[config.mk]
export PLATFORM = sky130hd
export DESIGN_NAME = asrv32_lsu
export DESIGN_NICKNAME = d
export VERILOG_FILES = /design/src/rtl/asrv32_lsu.sv
export SDC_FILE = /design/constraint.sdc
export NUM_CORES = 1
export LEC_CHECK = 0
export CAP_MARGIN = 20
export CORE_ASPECT_RATIO = 1.2
export CORE_UTILIZATION = 45
export CTS_BUF_LIST = sky130_fd_sc_hd__clkbuf_2
export DETAILED_ROUTE_END_ITERATION = 10
export GPL_ROUTABILITY_DRIVEN = 0
export PLACE_DENSITY = 0.86
export SLEW_MARGIN = 10
export SYNTH_ARGS = -nofsm -noshare
export SYNTH_HDL_FRONTEND = slang
export SYNTH_SLANG_ARGS = --single-unit
[constraint.sdc]
create_clock -name i_clk -period 3.1 [get_ports i_clk]
set_input_delay 0.62 -clock i_clk [delete_from_list [all_inputs] [get_ports i_clk]]
set_output_delay 0.62 -clock i_clk [all_outputs]
set_load 0.005 [all_outputs]
[src/rtl/asrv32_lsu.sv]
// rtl/asrv32_lsu.sv - load/store unit with req/ack data-bus handshake, fault detection and timeout
//
// Purpose: accepts one load/store request from the execute stage, checks size/alignment,
// issues a single data-bus transaction and returns the extended load result or a fault.
//
// Ports:
//   i_clk, i_rst_n         clock, asynchronous active-low reset
//   i_start                request pulse, only sampled while idle
//   i_is_store, i_funct3   access type and RISC-V size/sign code
//   i_addr, i_rs2_data     byte address and LSB-aligned store data
//   o_bus_*                registered data-bus request (address aligned to the bus width)
//   i_bus_ack/err/rdata    bus response
//   o_busy                 core stall while the bus request is outstanding
//   o_done                 one-cycle completion pulse, qualifies o_fault*
//   o_load_data            extended load result, held until the next successful load
//   o_fault, o_fault_cause 1 = misaligned/unsupported, 2 = bus error, 3 = timeout
//   o_fault_addr           address of the faulting request
module asrv32_lsu #(
    parameter int DATA_W  = 32,
    parameter int ADDR_W  = 32,
    parameter int TIMEOUT = 255
) (
    input  logic                  i_clk,
    input  logic                  i_rst_n,
    input  logic                  i_start,
    input  logic                  i_is_store,
    input  logic [2:0]            i_funct3,
    input  logic [ADDR_W-1:0]     i_addr,
    input  logic [DATA_W-1:0]     i_rs2_data,
    output logic                  o_bus_req,
    output logic                  o_bus_we,
    output logic [ADDR_W-1:0]     o_bus_addr,
    output logic [DATA_W-1:0]     o_bus_wdata,
    output logic [DATA_W/8-1:0]   o_bus_wmask,
    input  logic                  i_bus_ack,
    input  logic                  i_bus_err,
    input  logic [DATA_W-1:0]     i_bus_rdata,
    output logic                  o_busy,
    output logic                  o_done,
    output logic [DATA_W-1:0]     o_load_data,
    output logic                  o_fault,
    output logic [1:0]            o_fault_cause,
    output logic [ADDR_W-1:0]     o_fault_addr
);
    localparam int STRB_W = DATA_W / 8;
    localparam int OFF_W  = $clog2(STRB_W);
    localparam int CNT_W  = (TIMEOUT > 0) ? $clog2(TIMEOUT + 1) : 1;
    localparam logic [CNT_W-1:0] TMO_LIM = CNT_W'(TIMEOUT);

    typedef enum logic [1:0] {ST_IDLE, ST_REQ, ST_DONE} state_t;

    state_t              state_q, state_d;
    logic                bus_req_q, bus_req_d;
    logic                bus_we_q, bus_we_d;
    logic [ADDR_W-1:0]   bus_addr_q, bus_addr_d;
    logic [DATA_W-1:0]   bus_wdata_q, bus_wdata_d;
    logic [STRB_W-1:0]   bus_wmask_q, bus_wmask_d;
    logic                busy_q, busy_d;
    logic                done_q, done_d;
    logic [DATA_W-1:0]   load_data_q, load_data_d;
    logic                fault_q, fault_d;
    logic [1:0]          fault_cause_q, fault_cause_d;
    logic [ADDR_W-1:0]   fault_addr_q, fault_addr_d;
    logic [CNT_W-1:0]    cnt_q, cnt_d;
    logic [2:0]          funct3_q, funct3_d;
    logic [ADDR_W-1:0]   req_addr_q, req_addr_d;

    logic [OFF_W-1:0]    in_off, req_off;
    logic                misaligned, unsupported;
    logic [7:0]          size_mask;
    logic [STRB_W-1:0]   in_wmask;
    logic [DATA_W-1:0]   in_wdata;
    logic [DATA_W-1:0]   rd_shift, load_ext;
    logic                sign_bit;
    logic [CNT_W-1:0]    cnt_inc;
    logic                timed_out;
    int                  nbits;

    assign in_off  = i_addr[OFF_W-1:0];
    assign req_off = req_addr_q[OFF_W-1:0];
    assign cnt_inc = cnt_q + CNT_W'(1);
    // cnt_q counts REQ cycles already spent, so the request is dropped after exactly TIMEOUT cycles.
    assign timed_out = (TIMEOUT != 0) && (cnt_inc == TMO_LIM);

    // Request decode, lane placement of store data.
    always_comb begin
        misaligned = 1'b0;
        size_mask  = 8'h01;
        case (i_funct3[1:0])
            2'b01: begin misaligned = i_addr[0];      size_mask = 8'h03; end
            2'b10: begin misaligned = |i_addr[1:0];   size_mask = 8'h0F; end
            2'b11: begin misaligned = |i_addr[2:0];   size_mask = 8'hFF; end
            default: begin misaligned = 1'b0;         size_mask = 8'h01; end
        endcase
        // 64-bit-only codes (LD/SD, LWU) are rejected on a 32-bit bus.
        unsupported = (i_funct3 == 3'b111) || (i_is_store && i_funct3[2])
                   || ((DATA_W == 32) && ((i_funct3 == 3'b011) || (i_funct3 == 3'b110)));
        in_wmask = STRB_W'(size_mask) << in_off;
        in_wdata = i_rs2_data << {in_off, 3'b000};
    end

    // Load lane select and sign/zero extension from the access size.
    always_comb begin
        rd_shift = i_bus_rdata >> {req_off, 3'b000};
        nbits    = 8 << funct3_q[1:0];
        case (funct3_q[1:0])
            2'b00:   sign_bit = rd_shift[7];
            2'b01:   sign_bit = rd_shift[15];
            2'b10:   sign_bit = rd_shift[31];
            default: sign_bit = rd_shift[DATA_W-1];
        endcase
        sign_bit = sign_bit & ~funct3_q[2];
        load_ext = rd_shift;
        for (int i = 0; i < DATA_W; i++) begin
            load_ext[i] = (i < nbits) ? rd_shift[i] : sign_bit;
        end
    end

    always_comb begin
        state_d       = state_q;
        bus_req_d     = bus_req_q;
        bus_we_d      = bus_we_q;
        bus_addr_d    = bus_addr_q;
        bus_wdata_d   = bus_wdata_q;
        bus_wmask_d   = bus_wmask_q;
        busy_d        = busy_q;
        done_d        = done_q;
        load_data_d   = load_data_q;
        fault_d       = fault_q;
        fault_cause_d = fault_cause_q;
        fault_addr_d  = fault_addr_q;
        cnt_d         = cnt_q;
        funct3_d      = funct3_q;
        req_addr_d    = req_addr_q;
        case (state_q)
            ST_IDLE: begin
                if (i_start) begin
                    funct3_d   = i_funct3;
                    req_addr_d = i_addr;
                    if (misaligned || unsupported) begin
                        state_d       = ST_DONE;
                        done_d        = 1'b1;
                        fault_d       = 1'b1;
                        fault_cause_d = 2'd1;
                        fault_addr_d  = i_addr;
                    end else begin
                        state_d     = ST_REQ;
                        bus_req_d   = 1'b1;
                        busy_d      = 1'b1;
                        bus_we_d    = i_is_store;
                        bus_addr_d  = {i_addr[ADDR_W-1:OFF_W], {OFF_W{1'b0}}};
                        bus_wdata_d = in_wdata;
                        bus_wmask_d = i_is_store ? in_wmask : '0;
                        cnt_d       = '0;
                    end
                end
            end
            ST_REQ: begin
                if (i_bus_err || i_bus_ack || timed_out) begin
                    state_d   = ST_DONE;
                    bus_req_d = 1'b0;
                    busy_d    = 1'b0;
                    done_d    = 1'b1;
                    if (i_bus_err) begin
                        fault_d       = 1'b1;
                        fault_cause_d = 2'd2;
                        fault_addr_d  = req_addr_q;
                    end else if (i_bus_ack) begin
                        if (!bus_we_q) load_data_d = load_ext;
                    end else begin
                        fault_d       = 1'b1;
                        fault_cause_d = 2'd3;
                        fault_addr_d  = req_addr_q;
                    end
                end else begin
                    cnt_d = cnt_inc;
                end
            end
            ST_DONE: begin
                state_d       = ST_IDLE;
                done_d        = 1'b0;
                fault_d       = 1'b0;
                fault_cause_d = 2'd0;
            end
            default: state_d = ST_IDLE;
        endcase
    end

    always_ff @(posedge i_clk or negedge i_rst_n) begin
        if (!i_rst_n) begin
            state_q       <= ST_IDLE;
            bus_req_q     <= 1'b0;
            bus_we_q      <= 1'b0;
            bus_addr_q    <= '0;
            bus_wdata_q   <= '0;
            bus_wmask_q   <= '0;
            busy_q        <= 1'b0;
            done_q        <= 1'b0;
            load_data_q   <= '0;
            fault_q       <= 1'b0;
            fault_cause_q <= 2'd0;
            fault_addr_q  <= '0;
            cnt_q         <= '0;
            funct3_q      <= 3'd0;
            req_addr_q    <= '0;
        end else begin
            state_q       <= state_d;
            bus_req_q     <= bus_req_d;
            bus_we_q      <= bus_we_d;
            bus_addr_q    <= bus_addr_d;
            bus_wdata_q   <= bus_wdata_d;
            bus_wmask_q   <= bus_wmask_d;
            busy_q        <= busy_d;
            done_q        <= done_d;
            load_data_q   <= load_data_d;
            fault_q       <= fault_d;
            fault_cause_q <= fault_cause_d;
            fault_addr_q  <= fault_addr_d;
            cnt_q         <= cnt_d;
            funct3_q      <= funct3_d;
            req_addr_q    <= req_addr_d;
        end
    end

    assign o_bus_req     = bus_req_q;
    assign o_bus_we      = bus_we_q;
    assign o_bus_addr    = bus_addr_q;
    assign o_bus_wdata   = bus_wdata_q;
    assign o_bus_wmask   = bus_wmask_q;
    assign o_busy        = busy_q;
    assign o_done        = done_q;
    assign o_load_data   = load_data_q;
    assign o_fault       = fault_q;
    assign o_fault_cause = fault_cause_q;
    assign o_fault_addr  = fault_addr_q;
endmodule

==> results of run 1 <==
[flip-flops by register name, indices dropped and copies added, names as in the netlist]
| signal | flops |
|---|---|
| o_bus_wdata | 32 |
| o_fault_addr | 32 |
| o_load_data | 32 |
| req_addr_q | 32 |
| o_bus_addr | 30 |
| cnt_q | 8 |
| o_bus_wmask | 4 |
| funct3_q | 3 |
| o_fault_cause | 2 |
| state_q | 2 |
| o_bus_we | 1 |
| o_busy | 1 |
| o_done | 1 |
| o_fault | 1 |
[cells by family (layout without fill, tap and decap cells)]
family,Yosys count,in the layout
adder cells (fa/ha/maj),2,2
flip-flops,181,181
other,1,3
AND/OR/NAND/NOR,252,252
multiplexers,157,157
AO/OA/AOI/OAI,137,137
buffers and inverters,63,299
[power by group]
group          total (mW)  internal [mW]  switching [mW]
sequential           3.62           3.15           0.470
combinational        3.15           1.96            1.19
clock                1.08          0.288           0.788
[final cells by class]
cell class	count	area [um2]	area share, %
diodes	1	2.50	0.0218
multi-input cells	550	3740	32.7
clock buffers	19	95.1	0.830
clock inverters	13	110	0.961
flip-flops and latches	181	4530	39.5
well taps	252	315	2.75
inverters	5	18.8	0.164
repair buffers	262	2640	23.1
[cells in the final DEF (no fill, tap or decap), types with 3 or more instances in the layout]
| cell | Yosys | layout |
|---|---|---|
| a21oi_1 | 36 | 36 |
| mux2_2 | 90 | 90 |
| nand2_1 | 165 | 165 |
| mux2_1 | 32 | 32 |
| buf_12 | 0 | 6 |
| nand3_1 | 5 | 5 |
| a31oi_1 | 16 | 16 |
| dfrtp_1 | 181 | 181 |
| nor3_1 | 3 | 3 |
| a2bb2oi_1 | 3 | 3 |
| mux2i_1 | 34 | 34 |
| inv_1 | 5 | 5 |
| o21ai_0 | 38 | 38 |
| nor2b_1 | 15 | 14 |
| clkinv_1 | 0 | 3 |
| buf_4 | 3 | 14 |
| o31ai_1 | 8 | 8 |
| clkbuf_2 | 0 | 19 |
| or3_1 | 3 | 3 |
| nor2_1 | 42 | 42 |
| clkdlybuf4s50_1 | 0 | 239 |
| clkinvlp_4 | 0 | 5 |
| a211oi_1 | 11 | 11 |
[worst register-to-register path, stage by stage, from the launching register on]
cell and delay, ns:
dfrtp_1 0.57, nand2b_2 0.49, or3_1 0.57, o21ai_1 0.45
o221ai_1 0.20
[metal layers]
layer | track usage (%) | vias to the layer above | part of all wire (%)
met2 | 39.7 | 220 | 49
li1 | - | 3208 | -
met1 | 27.9 | 3316 | 41
met4 | 10.5 | 0 | 3.2
met5 | 0 | - | 0
met3 | 6.25 | 42 | 6.5
[worst paths after layout]
path                                                  start                          end  slack [ns]  depth (start not counted)
max in group asynchronous                           i_rst_n   o_bus_wdata[9]$_DFFE_PN0P_        1.94                          3
min in group i_clk                                i_addr[0]    req_addr_q[0]$_DFFE_PN0P_        0.50                          3
worst max register to register       state_q[1]$_DFFE_PN0P_         cnt_q[2]$_DFFE_PN0P_        0.71                          4
worst min register to register  o_bus_wdata[20]$_DFFE_PN0P_  o_bus_wdata[20]$_DFFE_PN0P_        0.51                          2
worst max-delay path                 state_q[1]$_DFFE_PN0P_         cnt_q[2]$_DFFE_PN0P_        0.71                          4
worst min-delay path                                i_rst_n  o_load_data[22]$_DFFE_PN0P_        0.36                          2
[timing repair]
action                    CTS  global route
hold buffers                1             0
hold endpoints to repair   49             0
buffers inserted            0             0
==> results.txt, run 1 <==
Biggest area consumer among synthesized cells: dfrtp_1
Worst Skew: 0.0325 ns
Yosys reg bits: 181
Crit-path cells: nand2b_2 > or3_1 > o21ai_1 > o221ai_1
Tot GR Track Use: 23.5%
Place WS: 0.107 ns
Register area share after synthesis: 53.2%
Simple-Gate Fraction of Synth Area: 12.6%
Routed length per instance: 17.5 um
Slew @ Worst Pin: 0.983 ns
DP Area: 11200 um2
Worst path max stage delay: 0.57 ns
Sink Count: 181
Die Y: 153 um
Critical path buffers and inverters: 0
Pre-antenna DRT Iters: 5
Vias: 6786
Crit path launch type: flip-flop
I/O pin cnt: 244
Vias in the first global route: 6859
Hold WS: 0.357 ns
RSZ-0062 raised after global routing: no
Max-slew headroom: 34.3%
Critical path type: flip-flop to flip-flop
Period utilization: 77.1%
Number of enable flip-flop cells after synthesis: 0
First-pass GRT wire length: 35700 um
Leak: 4.86 nW
Final nets: 1124
DPL Wire Length: 16300 um
Max-Cap Viols: 0
Combinational family with the most area after synthesis: multiplexers
Die area: 19500 um2
Max Slew Vio Count: 0
Drt total wl: 22400 um
TritonCTS clock tree: done
Starting density of the core: 46.3%
Main synth FF type: dfrtp_1
Achievable frequency: 418 MHz
Number of buffers created by CTS: 17
Cell Pwr Density: 684 nW/um2
Status: finished clean
Row cnt: 54
Fillers: 1529
Count leader, synth: dfrtp_1
Top area cells in the synthesized netlist: dfrtp_1 53%, mux2_2 12%, nand2_1 7.3%
DRC Markers: 0
Worst Path Required: 3.70 ns
Post-synthesis compound-gate area fraction: 10.1%
Final hold viol count: 0
Non-filler cells, final: 1283
Tmin final: 2.39 ns
Core area: 18400 um2
Adder and majority gate portion of the synthesized area: 0.294%
CP endpoint kind: flip-flop
Initial antenna violation count: 1
Critical Path AT: 2.99 ns
Total power: 7.84 mW
Post-synth top cells: 181 x dfrtp_1, 165 x nand2_1, 90 x mux2_2, 42 x nor2_1, 38 x o21ai_0
Setup TNS: 0 ns
Hold/Removal Path Class: input port to asynchronous set/reset pin
Number of buffers added on ports: 241
Critical path fanouts, max: 16
Synth Area in XOR/XNOR: 0%
Fraction of registers with async set/reset: 100%
Skew-Pair Late Insertion Delay: 0.72 ns
Die X: 128 um
Final Util: 62.3%
Peak supply drop: 373 uV
Iter 0 DRT Violations: 380
Layout cells sized above 1: 15.2%
Clock Tree Root: clkbuf_2
Yosys cell types: 59
CTS Buffer Depth: 2
Ys Warns: 0
Grt ovf: 0
Cts repair resizes: 0
CTS H-tree depth: 4
CP top delay family: simple AND/OR/NAND/NOR gates
DP Cell Count: 1249
Slowest stage cell, crit path: dfrtp_1
Post-synthesis mux area share: 20.4%
Largest net degree at the start of global routing: 57
Area growth syn-to-layout: 34.5%
Setup ws final: 0.710 ns
Post-synth top area share: 53.2%
ANT nets after route: 0
Post-Layout Inst Area: 11500 um2
DR vias/cell: 5.29
Worst-path clk slew: 0.25 ns
Post-synthesis cell area: 8520 um2
Syn_area_per_cell: 10.7 um2
Synth Instances: 793
Finish-stage setup viols: 0
No activity file was read; power rests on OpenSTA's default activity.
==> inputs of run 2 (changes only) <==
==> constraint.sdc (replaced) <==
create_clock -name i_clk -period 2.4 [get_ports i_clk]
set_input_delay 0.48 -clock i_clk [delete_from_list [all_inputs] [get_ports i_clk]]
set_output_delay 0.48 -clock i_clk [all_outputs]
set_load 0.005 [all_outputs]
==> run 2 against run 1 <==
Effect of this change:
- worst setup slack worse by 0.58 ns
- cell count up 1.3%
- first-iteration DRC count down 16%
- sequential share of layout area shrank 0.84 points
- critical path type unchanged
==> results.txt, run 2 (synthesis gave the netlist of run 1 again) <==
Pre-antenna DRT Iters: 4
Crit path launch type: flip-flop
Peak supply drop: 559 uV
Number of buffers created by CTS: 17
Setup TNS: 0 ns
Status: finished clean
Die X: 128 um
Largest net degree at the start of global routing: 85
Worst Path Required: 3.05 ns
Drt total wl: 22600 um
Max-Cap Viols: 0
Fillers: 1479
CTS H-tree depth: 4
Max-slew headroom: 38.4%
Area growth syn-to-layout: 37.5%
CTS Buffer Depth: 2
Die Y: 153 um
Achievable frequency: 439 MHz
Starting density of the core: 46.3%
Hold/Removal Path Class: input port to flip-flop
Tmin final: 2.28 ns
CP endpoint kind: flip-flop
Initial antenna violation count: 1
Register-to-register setup slack: 0.12 ns
RSZ-0062 raised after global routing: no
Leak: 4.99 nW
TritonCTS clock tree: done
Post-CTS Setup Repair Bufs: 0
Grt ovf: 0
DR vias/cell: 5.25
DPL Wire Length: 16400 um
I/O pin cnt: 244
Skew-Pair Late Insertion Delay: 0.76 ns
Commonest non-fill, non-tap cell in the layout: clkdlybuf4s50_1
Slew @ Worst Pin: 0.922 ns
Routed length per instance: 17.4 um
DRC Markers: 0
Place WS: -0.347 ns
ANT nets after route: 0
Critical path type: flip-flop to flip-flop
Critical path fanouts, max: 24
Row cnt: 54
Tot GR Track Use: 24.2%
Max Slew Vio Count: 0
Most frequent cells in the layout: 239 x clkdlybuf4s50_1, 179 x dfrtp_1, 165 x nand2_1
Sink Count: 181
Setup ws final: 0.125 ns
Worst Skew: 0.0467 ns
Iter 0 DRT Violations: 318
Clock Tree Root: clkbuf_2
Total power: 10.6 mW
Critical Path AT: 2.93 ns
Number of buffers added on ports: 241
Final nets: 1141
Worst-path clk slew: 0.26 ns
First-pass GRT wire length: 36400 um
Vias in the first global route: 7053
Period utilization: 94.8%
Cell Pwr Density: 905 nW/um2
Hold WS: 0.316 ns
Die area: 19500 um2
Core area: 18400 um2
Finish-stage setup viols: 0
Layout cells sized above 1: 16.9%
Vias: 6819
Final hold viol count: 0
==> run 2: changes by cell type in the layout (fill, tap and decap cells not counted), moves of 2 or more <==
cell,delta
inv_6,+3
clkinv_1,-3
dfrtp_2,+2
bufinv_16,+3
dfrtp_1,-2
buf_4,+12
dlygate4sd3_1,+2
buf_12,+3
==> run 2: metrics by stage <==
stage	cells	utilization, %	cell area (um2)
after detailed placement	1264	62.0	11400
after global placement	1264	62.0	11400
after CTS	1299	63.7	11700
final	1300	63.7	11700
after global routing	1300	63.7	11700
after floorplan	794	-	8520
==> run 2: routing by layer <==
layer  vias to the layer above  track usage [%]  part of all wire [%]
li1                       3236                -                     -
met1                      3349             28.9                    41
met2                       211             41.5                    50
met3                        23             7.37                   7.0
met4                         0             7.73                   1.9
met5                         -                0                     0
==> run 2: final cells by class <==
class | count | area [um2] | area share [%]
Multi-Input combinational cell | 550 | 3740 | 31.9
Inverter | 5 | 18.8 | 0.160
Tap cell | 252 | 315 | 2.69
Antenna cell | 1 | 2.50 | 0.0214
Sequential cell | 181 | 4530 | 38.7
Clock inverter | 13 | 194 | 1.66
Clock buffer | 19 | 95.1 | 0.812
Timing Repair Buffer | 279 | 2810 | 24.0
==> run 2: final timing paths <==
kind	to	startpoint	cells past startpoint
worst min register to register	o_bus_wdata[21]$_DFFE_PN0P_	o_bus_wdata[21]$_DFFE_PN0P_	2
max in group asynchronous	o_load_data[18]$_DFFE_PN0P_	i_rst_n	4
worst min-delay path	o_bus_wdata[1]$_DFFE_PN0P_	i_rs2_data[1]	3
worst max register to register	o_fault_addr[21]$_DFFE_PN0P_	cnt_q[0]$_DFFE_PN0P_	7
min in group asynchronous	o_load_data[24]$_DFFE_PN0P_	i_rst_n	3
worst max-delay path	o_fault_addr[21]$_DFFE_PN0P_	cnt_q[0]$_DFFE_PN0P_	7
==> run 2: worst max-delay path, stage by stage (launching register included) <==
cell	delay, ns
dfrtp_1	0.51
ha_1	0.25
and3_1	0.22
mux2i_1	0.29
nand3b_1	0.16
o21ai_4	0.20
buf_12	0.20
mux2_1	0.34
==> run 2: power by group <==
part,switching (mW),internal (mW),total (mW)
Combinational,1.54,2.60,4.14
Clock,1.07,0.707,1.78
Sequential,0.616,4.07,4.68
==> run 2: repair_timing <==
item	4_1_cts	5_1_grt
resized for setup	0	2
hold buffers	3	0
setup endpoints to repair	0	3
endpoints found under the hold margin	181	0
==> inputs of run 3 (changes only) <==
--- a/config.mk
+++ b/config.mk
@@ -6,12 +6,15 @@
 export NUM_CORES = 1
 export LEC_CHECK = 0
 export CAP_MARGIN = 20
+export CELL_PAD_IN_SITES_DETAIL_PLACEMENT = 0
+export CELL_PAD_IN_SITES_GLOBAL_PLACEMENT = 1
 export CORE_ASPECT_RATIO = 1.2
-export CORE_UTILIZATION = 45
+export CORE_UTILIZATION = 38
 export CTS_BUF_LIST = sky130_fd_sc_hd__clkbuf_2
 export DETAILED_ROUTE_END_ITERATION = 10
 export GPL_ROUTABILITY_DRIVEN = 0
-export PLACE_DENSITY = 0.86
+export PLACE_DENSITY = 0.93
+export REMOVE_ABC_BUFFERS = 1
 export SLEW_MARGIN = 10
 export SYNTH_ARGS = -nofsm -noshare
 export SYNTH_HDL_FRONTEND = slang
==> run 3 against run 2 <==
Effect of this change:
- fmax up 1.6%
- die area grew 18%
- global-route usage fell by 4.3 points
- hold slack got worse by 0.13 ns
- the flow now finishes with violations (design-rule violations)
- cell area decreased by 0.63%
- utilization decreased by 10 points
- worst setup slack better by 0.035 ns
- critical path depth did not move
- combinational power about the same
- largest cell class unchanged
- sequential cell count stayed put
==> results.txt, run 3 (synthesis gave the netlist of run 1 again) <==
Status: finished, violations left
Failing checks: design-rule violations
Peak supply drop: 517 uV
Number of buffers created by CTS: 17
Slowest stage cell, crit path: dfrtp_2
Core area: 21900 um2
Hold WS: 0.182 ns
Leak: 4.96 nW
Area growth syn-to-layout: 36.7%
Met1 Use GR: 24.8%
DP Area: 11400 um2
Max-slew headroom: 35.4%
DRC Markers: 16
Slew @ Worst Pin: 0.967 ns
Most frequent cells in the layout: 238 x clkdlybuf4s50_1, 178 x dfrtp_1, 165 x nand2_1
CTS H-tree depth: 4
Vias in the first global route: 6778
Crit-path cells: ha_1 > and3_1 > mux2i_1 > nand3b_1 > o21ai_4 > buf_12 > mux2_1
GR peak layer: met2
Tot GR Track Use: 19.9%
Routed length per instance: 16.8 um
Sequential cell area: 4530 um2
Largest net degree at the start of global routing: 66
Drt total wl: 22200 um
Layout cells sized above 1: 17.1%
Sink Count: 181
Crit path launch type: flip-flop
DR vias/cell: 5.09
RSZ-0062 raised after global routing: no
Worst Reg-to-Reg Cells: 7
Iter 0 DRT Violations: 331
Cell Pwr Density: 873 nW/um2
ANT nets after route: 0
Final nets: 1144
Worst R2R Start: cnt_q[0]$_DFFE_PN0P_
CP endpoint kind: flip-flop
Worst Path Required: 3.02 ns
Achievable frequency: 446 MHz
Number of buffers added on ports: 241
Critical path type: flip-flop to flip-flop
Met2 usage: 33.2%
Die X: 139 um
Critical Path AT: 2.86 ns
Worst-path clk slew: 0.25 ns
Commonest non-fill, non-tap cell in the layout: clkdlybuf4s50_1
CTS Buffer Depth: 2
Register-to-register setup slack: 0.16 ns
Starting density of the core: 39.0%
DP Cell Count: 1291
Final hold viol count: 0
Max Slew Vio Count: 0
Hold/Removal Path Class: input port to asynchronous set/reset pin
Die area: 23000 um2
Reg-to-reg endpoint: o_fault_addr[23]$_DFFE_PN0P_
Worst path max stage delay: 0.48 ns
Worst Skew: 0.0455 ns
Die Y: 166 um
Skew-Pair Late Insertion Delay: 0.72 ns
Multi-input logic area: 3740 um2
Post-Layout Inst Area: 11600 um2
DPL Wire Length: 15700 um
Clock Tree Root: clkbuf_2
Tmin final: 2.24 ns
Pre-antenna DRT Iters: 8
Vias: 6728
Fillers: 1995
Non-filler cells, final: 1322
Grt ovf: 0
Row cnt: 59
Crit path launch: cnt_q[0]$_DFFE_PN0P_
Period utilization: 93.4%
M3 GR Usage: 5.51%
I/O pin cnt: 244
Initial antenna violation count: 2
Critical path fanouts, max: 33
Setup TNS: 0 ns
TritonCTS clock tree: done
Max-Cap Viols: 0
Worst Setup EP: o_fault_addr[23]$_DFFE_PN0P_
Finish-stage setup viols: 0
First-pass GRT wire length: 36300 um
## run 3: cell count changes in the layout (fill, tap and decap cells not counted), moves of 2 or more
cell / before / now
clkinvlp_4: 4 / 2
dlygate4sd3_1: 3 / 1
inv_6: 4 / 1
bufinv_16: 4 / 1
clkinv_1: 0 / 2
buf_4: 26 / 32
## run 3: per-layer routing
metal	routed length (um)	share of wire [%]	up-vias
met5	0	0	-
met4	418	1.9	0
met3	1330	6.0	24
met2	10900	49	173
met1	9520	43	3301
li1	-	-	3230
## run 3: timing repair
item | 4_1_cts | 5_1_grt
setup endpoints to repair | 0 | 38
endpoints found under the hold margin | 118 | 0
setup buffers | 0 | 0
gates resized for setup | 0 | 4
hold buffers | 1 | 0
## run 3: worst min path at each step
stage,from,endpoint,slack (ns),cells past startpoint
2_1_floorplan,i_rst_n,cnt_q[0]$_DFFE_PN0P_,0.18,0
3_3_place_gp,i_rst_n,o_load_data[19]$_DFFE_PN0P_,0.44,1
3_5_place_dp,i_rst_n,o_load_data[19]$_DFFE_PN0P_,0.44,1
4_1_cts,i_rst_n,o_load_data[19]$_DFFE_PN0P_,0.13,2
5_1_grt,i_rst_n,o_load_data[19]$_DFFE_PN0P_,0.1,2
6_report,i_rst_n,o_load_data[19]$_DFFE_PN0P_,0.18,2
## run 3: report_power, final
part | total [mW] | internal [mW] | switching, mW
sequential | 4.68 | 4.07 | 0.613
combinational | 4.11 | 2.59 | 1.52
clock | 1.37 | 0.356 | 1.02
total | 10.2 | 7.01 | 3.15
## run 3: final cells by class
class | count | area share (%)
sequential | 181 | 38.9
multi-input combinational | 550 | 32.2
timing repair buffer | 282 | 24.2
tap | 274 | 2.95
clock buffer | 19 | 0.817
clock inverter | 9 | 0.720
inverter | 5 | 0.161
antenna | 2 | 0.0430
## run 3: metrics by stage
stage | setup slack, ns | total power [mW] | util, %
detailed placement | -0.284 | 8.90 | 52.4
floorplan | -4.09 | 6.21 | -
CTS | 0.0529 | 10.3 | 53.2
global route | 0.00392 | 10.9 | 53.3
global placement | -0.218 | 8.79 | 52.4
finish | 0.160 | 10.2 | 53.3
## run 3: worst max-delay path, delay by kind of cell (launching register included)
family	cells	cell delay (ns)
AND/OR/NAND/NOR	2	0.38
AO/OA/AOI/OAI	1	0.18
flip-flops	1	0.48
adder cells (fa/ha/maj)	1	0.23
buffers and inverters	1	0.22
multiplexers	2	0.62
